## src/rtl/pc_seq_pkg.sv

```systemverilog
// Shared types and constants for the multi-cycle PC sequencer.
package pc_seq_pkg;

  typedef enum logic [2:0] {
    FETCH     = 3'd0,
    DECODE    = 3'd1,
    EXECUTE   = 3'd2,
    MEMORY    = 3'd3,
    WRITEBACK = 3'd4
  } stage_e;

  localparam int STAGE_COUNT  = 5;
  localparam int PC_STEP      = 4;
  localparam int OFFSET_SHIFT = 2;

endpackage

```

## src/rtl/pc_target_unit.sv

```systemverilog
// Next-address calculation: sequential step or word-offset branch target.
// All arithmetic wraps modulo 2^ADDR_WIDTH.
module pc_target_unit
  import pc_seq_pkg::*;
#(
  parameter int ADDR_WIDTH = 32
) (
  input  logic [ADDR_WIDTH-1:0] pc,
  input  logic [ADDR_WIDTH-1:0] offset,
  input  logic                  taken,
  output logic [ADDR_WIDTH-1:0] target
);

  logic [ADDR_WIDTH-1:0] step_target;
  logic [ADDR_WIDTH-1:0] branch_target;

  // Offset is in words, so scale to bytes before adding.
  assign step_target   = pc + ADDR_WIDTH'(PC_STEP);
  assign branch_target = pc + (offset << OFFSET_SHIFT);
  assign target        = taken ? branch_target : step_target;

endmodule

```

## src/rtl/pc_sequencer.sv

```systemverilog
// Stallable five-stage controller that owns the PC: resolves the branch on
// EXECUTE exit and commits exactly one PC update on WRITEBACK exit.
module pc_sequencer
  import pc_seq_pkg::*;
#(
  parameter int                  ADDR_WIDTH = 32,
  parameter logic [ADDR_WIDTH-1:0] RESET_PC = '0
) (
  input  logic                  clock,
  input  logic                  reset,
  input  logic                  stall,
  input  logic                  branchFlag,
  input  logic                  unconditionalBranchFlag,
  input  logic                  zeroFlag,
  input  logic [ADDR_WIDTH-1:0] pcOffsetFilled,
  output logic [ADDR_WIDTH-1:0] PC,
  output logic [2:0]            stage,
  output logic                  fetchEnable,
  output logic                  decodeEnable,
  output logic                  executeEnable,
  output logic                  memoryEnable,
  output logic                  writebackEnable,
  output logic                  pcWrite,
  output logic                  branchTaken,
  output logic [31:0]           retiredCount
);

  stage_e                  stage_q, stage_d;
  logic                    exec_exit, wb_exit, taken_now;
  logic [ADDR_WIDTH-1:0]   pc_q, next_pc_q, target;
  logic                    branch_taken_q, pc_write_q;
  logic [31:0]             retired_q;
  logic [STAGE_COUNT-1:0]  onehot;

  // Stage register.
  always_ff @(posedge clock or posedge reset) begin
    if (reset) stage_q <= FETCH;
    else       stage_q <= stage_d;
  end

  // Next stage and exit strobes; stall freezes everything, stray encodings recover to FETCH.
  always_comb begin
    stage_d   = stage_q;
    exec_exit = 1'b0;
    wb_exit   = 1'b0;
    if (!stall) begin
      case (stage_q)
        FETCH:     stage_d = DECODE;
        DECODE:    stage_d = EXECUTE;
        EXECUTE: begin
          stage_d   = MEMORY;
          exec_exit = 1'b1;
        end
        MEMORY:    stage_d = WRITEBACK;
        WRITEBACK: begin
          stage_d = FETCH;
          wb_exit = 1'b1;
        end
        default:   stage_d = FETCH;
      endcase
    end
  end

  assign taken_now = (zeroFlag & branchFlag) | unconditionalBranchFlag;

  pc_target_unit #(.ADDR_WIDTH(ADDR_WIDTH)) u_target (
    .pc     (pc_q),
    .offset (pcOffsetFilled),
    .taken  (taken_now),
    .target (target)
  );

  // Branch decision latched on EXECUTE exit; PC and retire count committed on WRITEBACK exit.
  always_ff @(posedge clock or posedge reset) begin
    if (reset) begin
      pc_q           <= RESET_PC;
      next_pc_q      <= RESET_PC;
      branch_taken_q <= 1'b0;
      retired_q      <= '0;
      pc_write_q     <= 1'b0;
    end else begin
      pc_write_q <= wb_exit;
      if (exec_exit) begin
        branch_taken_q <= taken_now;
        next_pc_q      <= target;
      end
      if (wb_exit) begin
        pc_q           <= next_pc_q;
        retired_q      <= retired_q + 32'd1;
        branch_taken_q <= 1'b0;
      end
    end
  end

  // One-hot stage enables, decoded from the stage register only.
  always_comb begin
    onehot = '0;
    case (stage_q)
      FETCH:     onehot[0] = 1'b1;
      DECODE:    onehot[1] = 1'b1;
      EXECUTE:   onehot[2] = 1'b1;
      MEMORY:    onehot[3] = 1'b1;
      WRITEBACK: onehot[4] = 1'b1;
      default:   onehot    = '0;
    endcase
  end

  assign fetchEnable     = onehot[0];
  assign decodeEnable    = onehot[1];
  assign executeEnable   = onehot[2];
  assign memoryEnable    = onehot[3];
  assign writebackEnable = onehot[4];

  assign stage        = stage_q;
  assign PC           = pc_q;
  assign pcWrite      = pc_write_q;
  assign branchTaken  = branch_taken_q;
  assign retiredCount = retired_q;

endmodule
```

## config.mk

```make
export PLATFORM = sky130hd
export DESIGN_NAME = pc_sequencer
export DESIGN_NICKNAME = d
export VERILOG_FILES = /design/src/rtl/pc_seq_pkg.sv /design/src/rtl/pc_target_unit.sv /design/src/rtl/pc_sequencer.sv
export SDC_FILE = /design/constraint.sdc
export NUM_CORES = 1
export LEC_CHECK = 0
export ABC_CLOCK_PERIOD_IN_PS = 9200
export CORE_MARGIN = 2
export CORE_UTILIZATION = 25
export CTS_CLUSTER_SIZE = 40
export DETAILED_ROUTE_END_ITERATION = 7
export GPL_TIMING_DRIVEN = 0
export HOLD_SLACK_MARGIN = 0.1
export PLACE_DENSITY = 0.41
export SLEW_MARGIN = 30
export SYNTH_ARGS = -nofsm -noshare
export SYNTH_HDL_FRONTEND = slang
export SYNTH_SLANG_ARGS = --single-unit
```

## constraint.sdc

```tcl
create_clock -name clock -period 9.2 [get_ports clock]
set_input_delay 2.3 -clock clock [delete_from_list [all_inputs] [get_ports clock]]
set_output_delay 2.3 -clock clock [all_outputs]
set_load 0.005 [all_outputs]
```

Word-level counts from Yosys, hierarchy flattened --
Cells that the tools add are included. W data, S select, Z words.
Word-level totals: bits in read-only memories 0, memory bits (writable) 0, input bits 38, latch bits 0, register bits 101, memories 0
Operators by class: multiplexer cells 11, multipliers 0, eq/ne operators 4, div/mod/pow operators 0, reduce and logical (&&, ||, !) cells 2, $add $sub $neg 3, shifts and indexed selects 0, order comparisons 0, bitwise gates (word level) 2
Operators by type and width (number):
- $add A32 B1 Y32 const B | 1
- $add A32 B3 Y32 const B | 1
- $add A32 B32 Y32 | 1
- $mux W32 | 1
- $pmux W3 S4 | 1
- $mux W1 | 9
- $eq A3 B2 Y1 const B | 2
- $eq A3 B1 Y1 const B | 1
- $eq A3 B3 Y1 const B | 1
- $logic_not A3 Y1 | 1
- $reduce_bool A2 Y1 | 1
- $and A1 B1 Y1 | 1
- $or A1 B1 Y1 | 1

Depth between registers and ports, before layout --
depth in word-level cells 5, gate-level depth with buffers 14

Cells and area by module --
From an unflattened synthesis, not the netlist that was laid out.
Second synthesis, totals: cells, all modules 639, area, all modules 5994.5 µm²
Modules (own cells, without submodules):
- pc_sequencer | times used 1, seq. area each 2527.4 µm², area each 4125.2 µm², cells each 363
- pc_target_unit | times used 1, seq. area each 0.0 µm², area each 1869.3 µm², cells each 276

Least setup slack after synthesis --
No wires, ideal clock.
kind input -> register, from input zeroFlag, to register next_pc_q[25], buffers on the path 1, setup time 69 ps, data arrival time 4909 ps, required time 9131 ps, path slack 4222 ps, stages 13, cell sequence a21oi_1 clkbuf_1 nand2b_1 inv_1 ha_1 a21oi_1 nand4b_4 a2111oi_4 nor2_2 a21oi_4 a41oi_4 or4_1 nand3_1
On the way: word-level cells in the longest chain between the ends 3
RTL lines:
- start: declaration | RTL line pc_sequencer.sv:14 | input logic zeroFlag,
- $and A1 B1 Y1 | RTL line pc_sequencer.sv:64 | assign taken_now = (zeroFlag & branchFlag) | unconditionalBranchFlag;
- $or A1 B1 Y1 | RTL line pc_sequencer.sv:64
- $mux W32 | RTL line pc_target_unit.sv:20 | assign target = taken ? branch_target : step_target;
- end signal: assignment | RTL line pc_sequencer.sv:85 | next_pc_q <= target;
- end: declaration | RTL line pc_sequencer.sv:30 | logic [ADDR_WIDTH-1:0] pc_q, next_pc_q, target;
Every way passes these cells. A chain may end at the register's enable or synchronous reset.

Worst setup path after layout --
from input zeroFlag, to register next_pc_q[30]
Same word-level chain as after synthesis.

==> impl_results.md <==
* Vias in the first global route at about 4,800
* Setup CP Type: primary input to flop
* Global-route usage over all layers at about 14%
* Core area at approximately 23,000 µm²
* Port bufs at about 110
* Synth Area in Compound Gates at a little over an eighth
* Root Driver: clkbuf_16
* Largest family of logic cells by synthesized area: simple AND/OR/NAND/NOR gates
* Hold path depth at 2
* Post-CTS Setup Bufs at 0
* Mux cell area share after synthesis at between 7 and 8%
* Critical Path RT at 9490 ps
* CP Capture Type: flop
* Cts repair resizes at 0
* Pwr Density at 254.5 nW/µm²
* Status: complete, no violations
* Cell area after synthesis at ~5700 µm²
* CTS Buf Count at 9
* CP Max Fanout at 10
* Clock Path Buffers at 2
* Pre-antenna DRT Iters at 5
* Post-synth EDFFs at 0
* Top cells by area, synth: dfrtp_1 44%, ha_1 6.6%, mux2_2 6.5%
* # IOs at between 100 and 150
* Rel. slew slack at 51.65%
* HP Class: flop to flop
* Setup-failing EPs final at 0
* HPWL after DPL at approximately 12,000 µm
* Post-Layout Cell Count at approximately 1,000
* Final Hold Vio Count at 0
* Critical path startpoint category: primary input
* Synth Area per Inst at between 9 and 10 µm²
* #FFs+latches synth at roughly 100
* Post-route clock period utilization at 66.37%
* Leading area contributor after synthesis: dfrtp_1
* ANT cells at 0
* Worst vdd ir at roughly 0.099 mV
* Reg2reg path depth at 9
* # DRC at 0
* Max-slew violation count at 0
* Unique masters post-synth at 54
* Sequential share of the synthesized area at between 40 and 50%
* Die area at between 20,000 and 25,000 µm²
* Hold Slack at around 480 ps
* Xor/xnor share of the synthesized area at 8.559%
* Starting Density at 25.39%
* Cell Count Post-Placement at between 900 and 1,000
* Fin worst setup slack at just over 3000 ps
* Gpl congestion at 0.8174
* Setup TNS at 0 ps
* Arrival @ worst endpoint at between 6000 and 7000 ps
* Syn Inst Count at about 580
* Synth top area share at about 44%
* Leakage at 3.255 nW
* Routed Antenna Nets at 0
* Fmax at about 0.16 GHz
* Largest net degree at the start of global routing at 58
* Clk_lat worst skew at about 360 ps
* Synth warn at 0
* DR vias/cell at roughly 4.7
* Syn_nets at 646
* Nets at 767
* Finished Cell Area at about 7500 µm²
* Async SR Flop Fraction at 100.0%
* Final Critical Period at ~6100 ps
* Post-Synth Adder-Cell Area at 6.900%
* GRT overflow at 0
* Worst-path clk slew at roughly 80 ps
* Fraction of layout cells with a size suffix above 1 at a little under a tenth
* Max Clock Skew at 9.460 ps
* Antenna violations before repair at 0
* Total clock sinks at around 100
* Fill cells at 2,334
* Standard-cell rows at 55
* Most frequent cell after synthesis: dfrtp_1
* CTS hold repair buffers at 0
* Unrepaired setup endpoints after global routing: false
* First-pass GRT wire length at 25,960 µm
* 1st-iter DRT viols at 238
* Tightest Pin Transition at approximately 730 ps
* Routed length per placed instance at ~16 µm
* CTS tree: built
* Total wire length at between 15,000 and 20,000 µm
* P&R area growth vs syn at 31.14%
* Synth top cells by count: 101 x dfrtp_1, 78 x nand2_1, 41 x xnor2_1
* Die height at approximately 160 µm
* CTS H-tree lvls at 3
* Vias at 4,639
* Post-synth top flop: dfrtp_1
* Die X at 155.4 µm
* Dpl ws at 2672 ps
* Placed cell areas at roughly 7000 µm²
* Max-Cap Viols at 0
* Simple-gate share of the synthesized area at approximately 17%
cell families (layout without fill, tap and decap cells):
| logic type | count (synthesis) | count (layout) |
|---|---|---|
| and+or+nand+nor | 200 | 200 |
| AOI/OAI and AO/OA | 114 | 114 |
| DFF | 101 | 101 |
| xor gates and xnor gates | 56 | 56 |
| buffers and inverters | 39 | 165 |
| muxes | 36 | 36 |
| adders and majority gates | 31 | 31 |
per-stage QoR:
step           utilization, %  power, mW
2_1_floorplan               -      1.169
3_3_place_gp            31.80      1.511
3_5_place_dp            31.95      1.519
4_1_cts                 33.29      1.944
5_1_grt                 33.29      2.069
6_report                33.29      1.912
worst max-delay path, cell delays in order:
cell             delay (ps)
clkdlybuf4s50_1         400
a21oi_1                 590
clkbuf_1                460
or2_2                   220
ha_1                    170
inv_1                    50
fa_1                    390
nor2b_1                 170
o31a_1                  230
a221oi_1                150
o21a_1                  290
o2111ai_1               340
nand4_1                 200
a211oi_1                270
a311o_1                 160
flip-flops by register name, indices dropped and copies added (netlist names):
register and flops:
stage 3, branchTaken 1, retiredCount 32, pcWrite 1, PC 32, next_pc_q 32
routing by layer:
metal	track usage [%]	part of all wire [%]
met5	0	0
met4	4.412	1.6
met3	2.423	3.9
met2	22.25	46
met1	18.29	48
power breakdown:
part / internal, mW / switching (mW)
combinational: 0.416 / 0.413
sequential: 0.575 / 0.103
clock: 0.216 / 0.189
placed cells by master (no fill, tap or decap), types with 3 or more instances in the layout:
master	count
clkdlybuf4s50_1	109
dfrtp_1	101
nand2_1	78
xnor2_1	41
o21ai_0	36
nor2b_1	33
mux2_2	33
ha_1	30
nor2_1	27
a21oi_1	26
clkbuf_1	18
nand3_1	16
xor2_1	15
nand4_1	12
inv_1	12
a21o_1	11
clkbuf_16	9
o21ai_1	7
and4_1	5
and3_1	5
a211oi_1	5
buf_2	4
nor3_1	4
nand2b_1	4
inv_6	4
o21bai_1	4
o2111ai_1	4
buf_1	3
and2_1	3
a221o_1	3
mux2i_1	3
cell type report:
cell class / count / area [µm²] / share of cell area (%)
buffer: 26 / 110.1 / 1.465
clock buffer: 10 / 229.0 / 3.047
clock inverter: 6 / 75.07 / 0.9990
inverter: 13 / 53.80 / 0.7160
multi-input combinational: 437 / 3044 / 40.51
sequential: 101 / 2527 / 33.63
tap: 285 / 356.6 / 4.745
timing repair buffer: 110 / 1119 / 14.89
final timing paths:
| path | startpoint | endpoint | slack, ps |
|---|---|---|---|
| max | zeroFlag | next_pc_q[30] | 3090 |
| min | next_pc_q[1] | next_pc_q[1] | 480 |
| max reg2reg | PC[4] | next_pc_q[30] | 6240 |
| min reg2reg | next_pc_q[1] | next_pc_q[1] | 480 |
| max in group asynchronous | reset | next_pc_q[22] | 6200 |
| min in group asynchronous | reset | stage[1] | 2350 |
(Power assumes the default switching activity.)
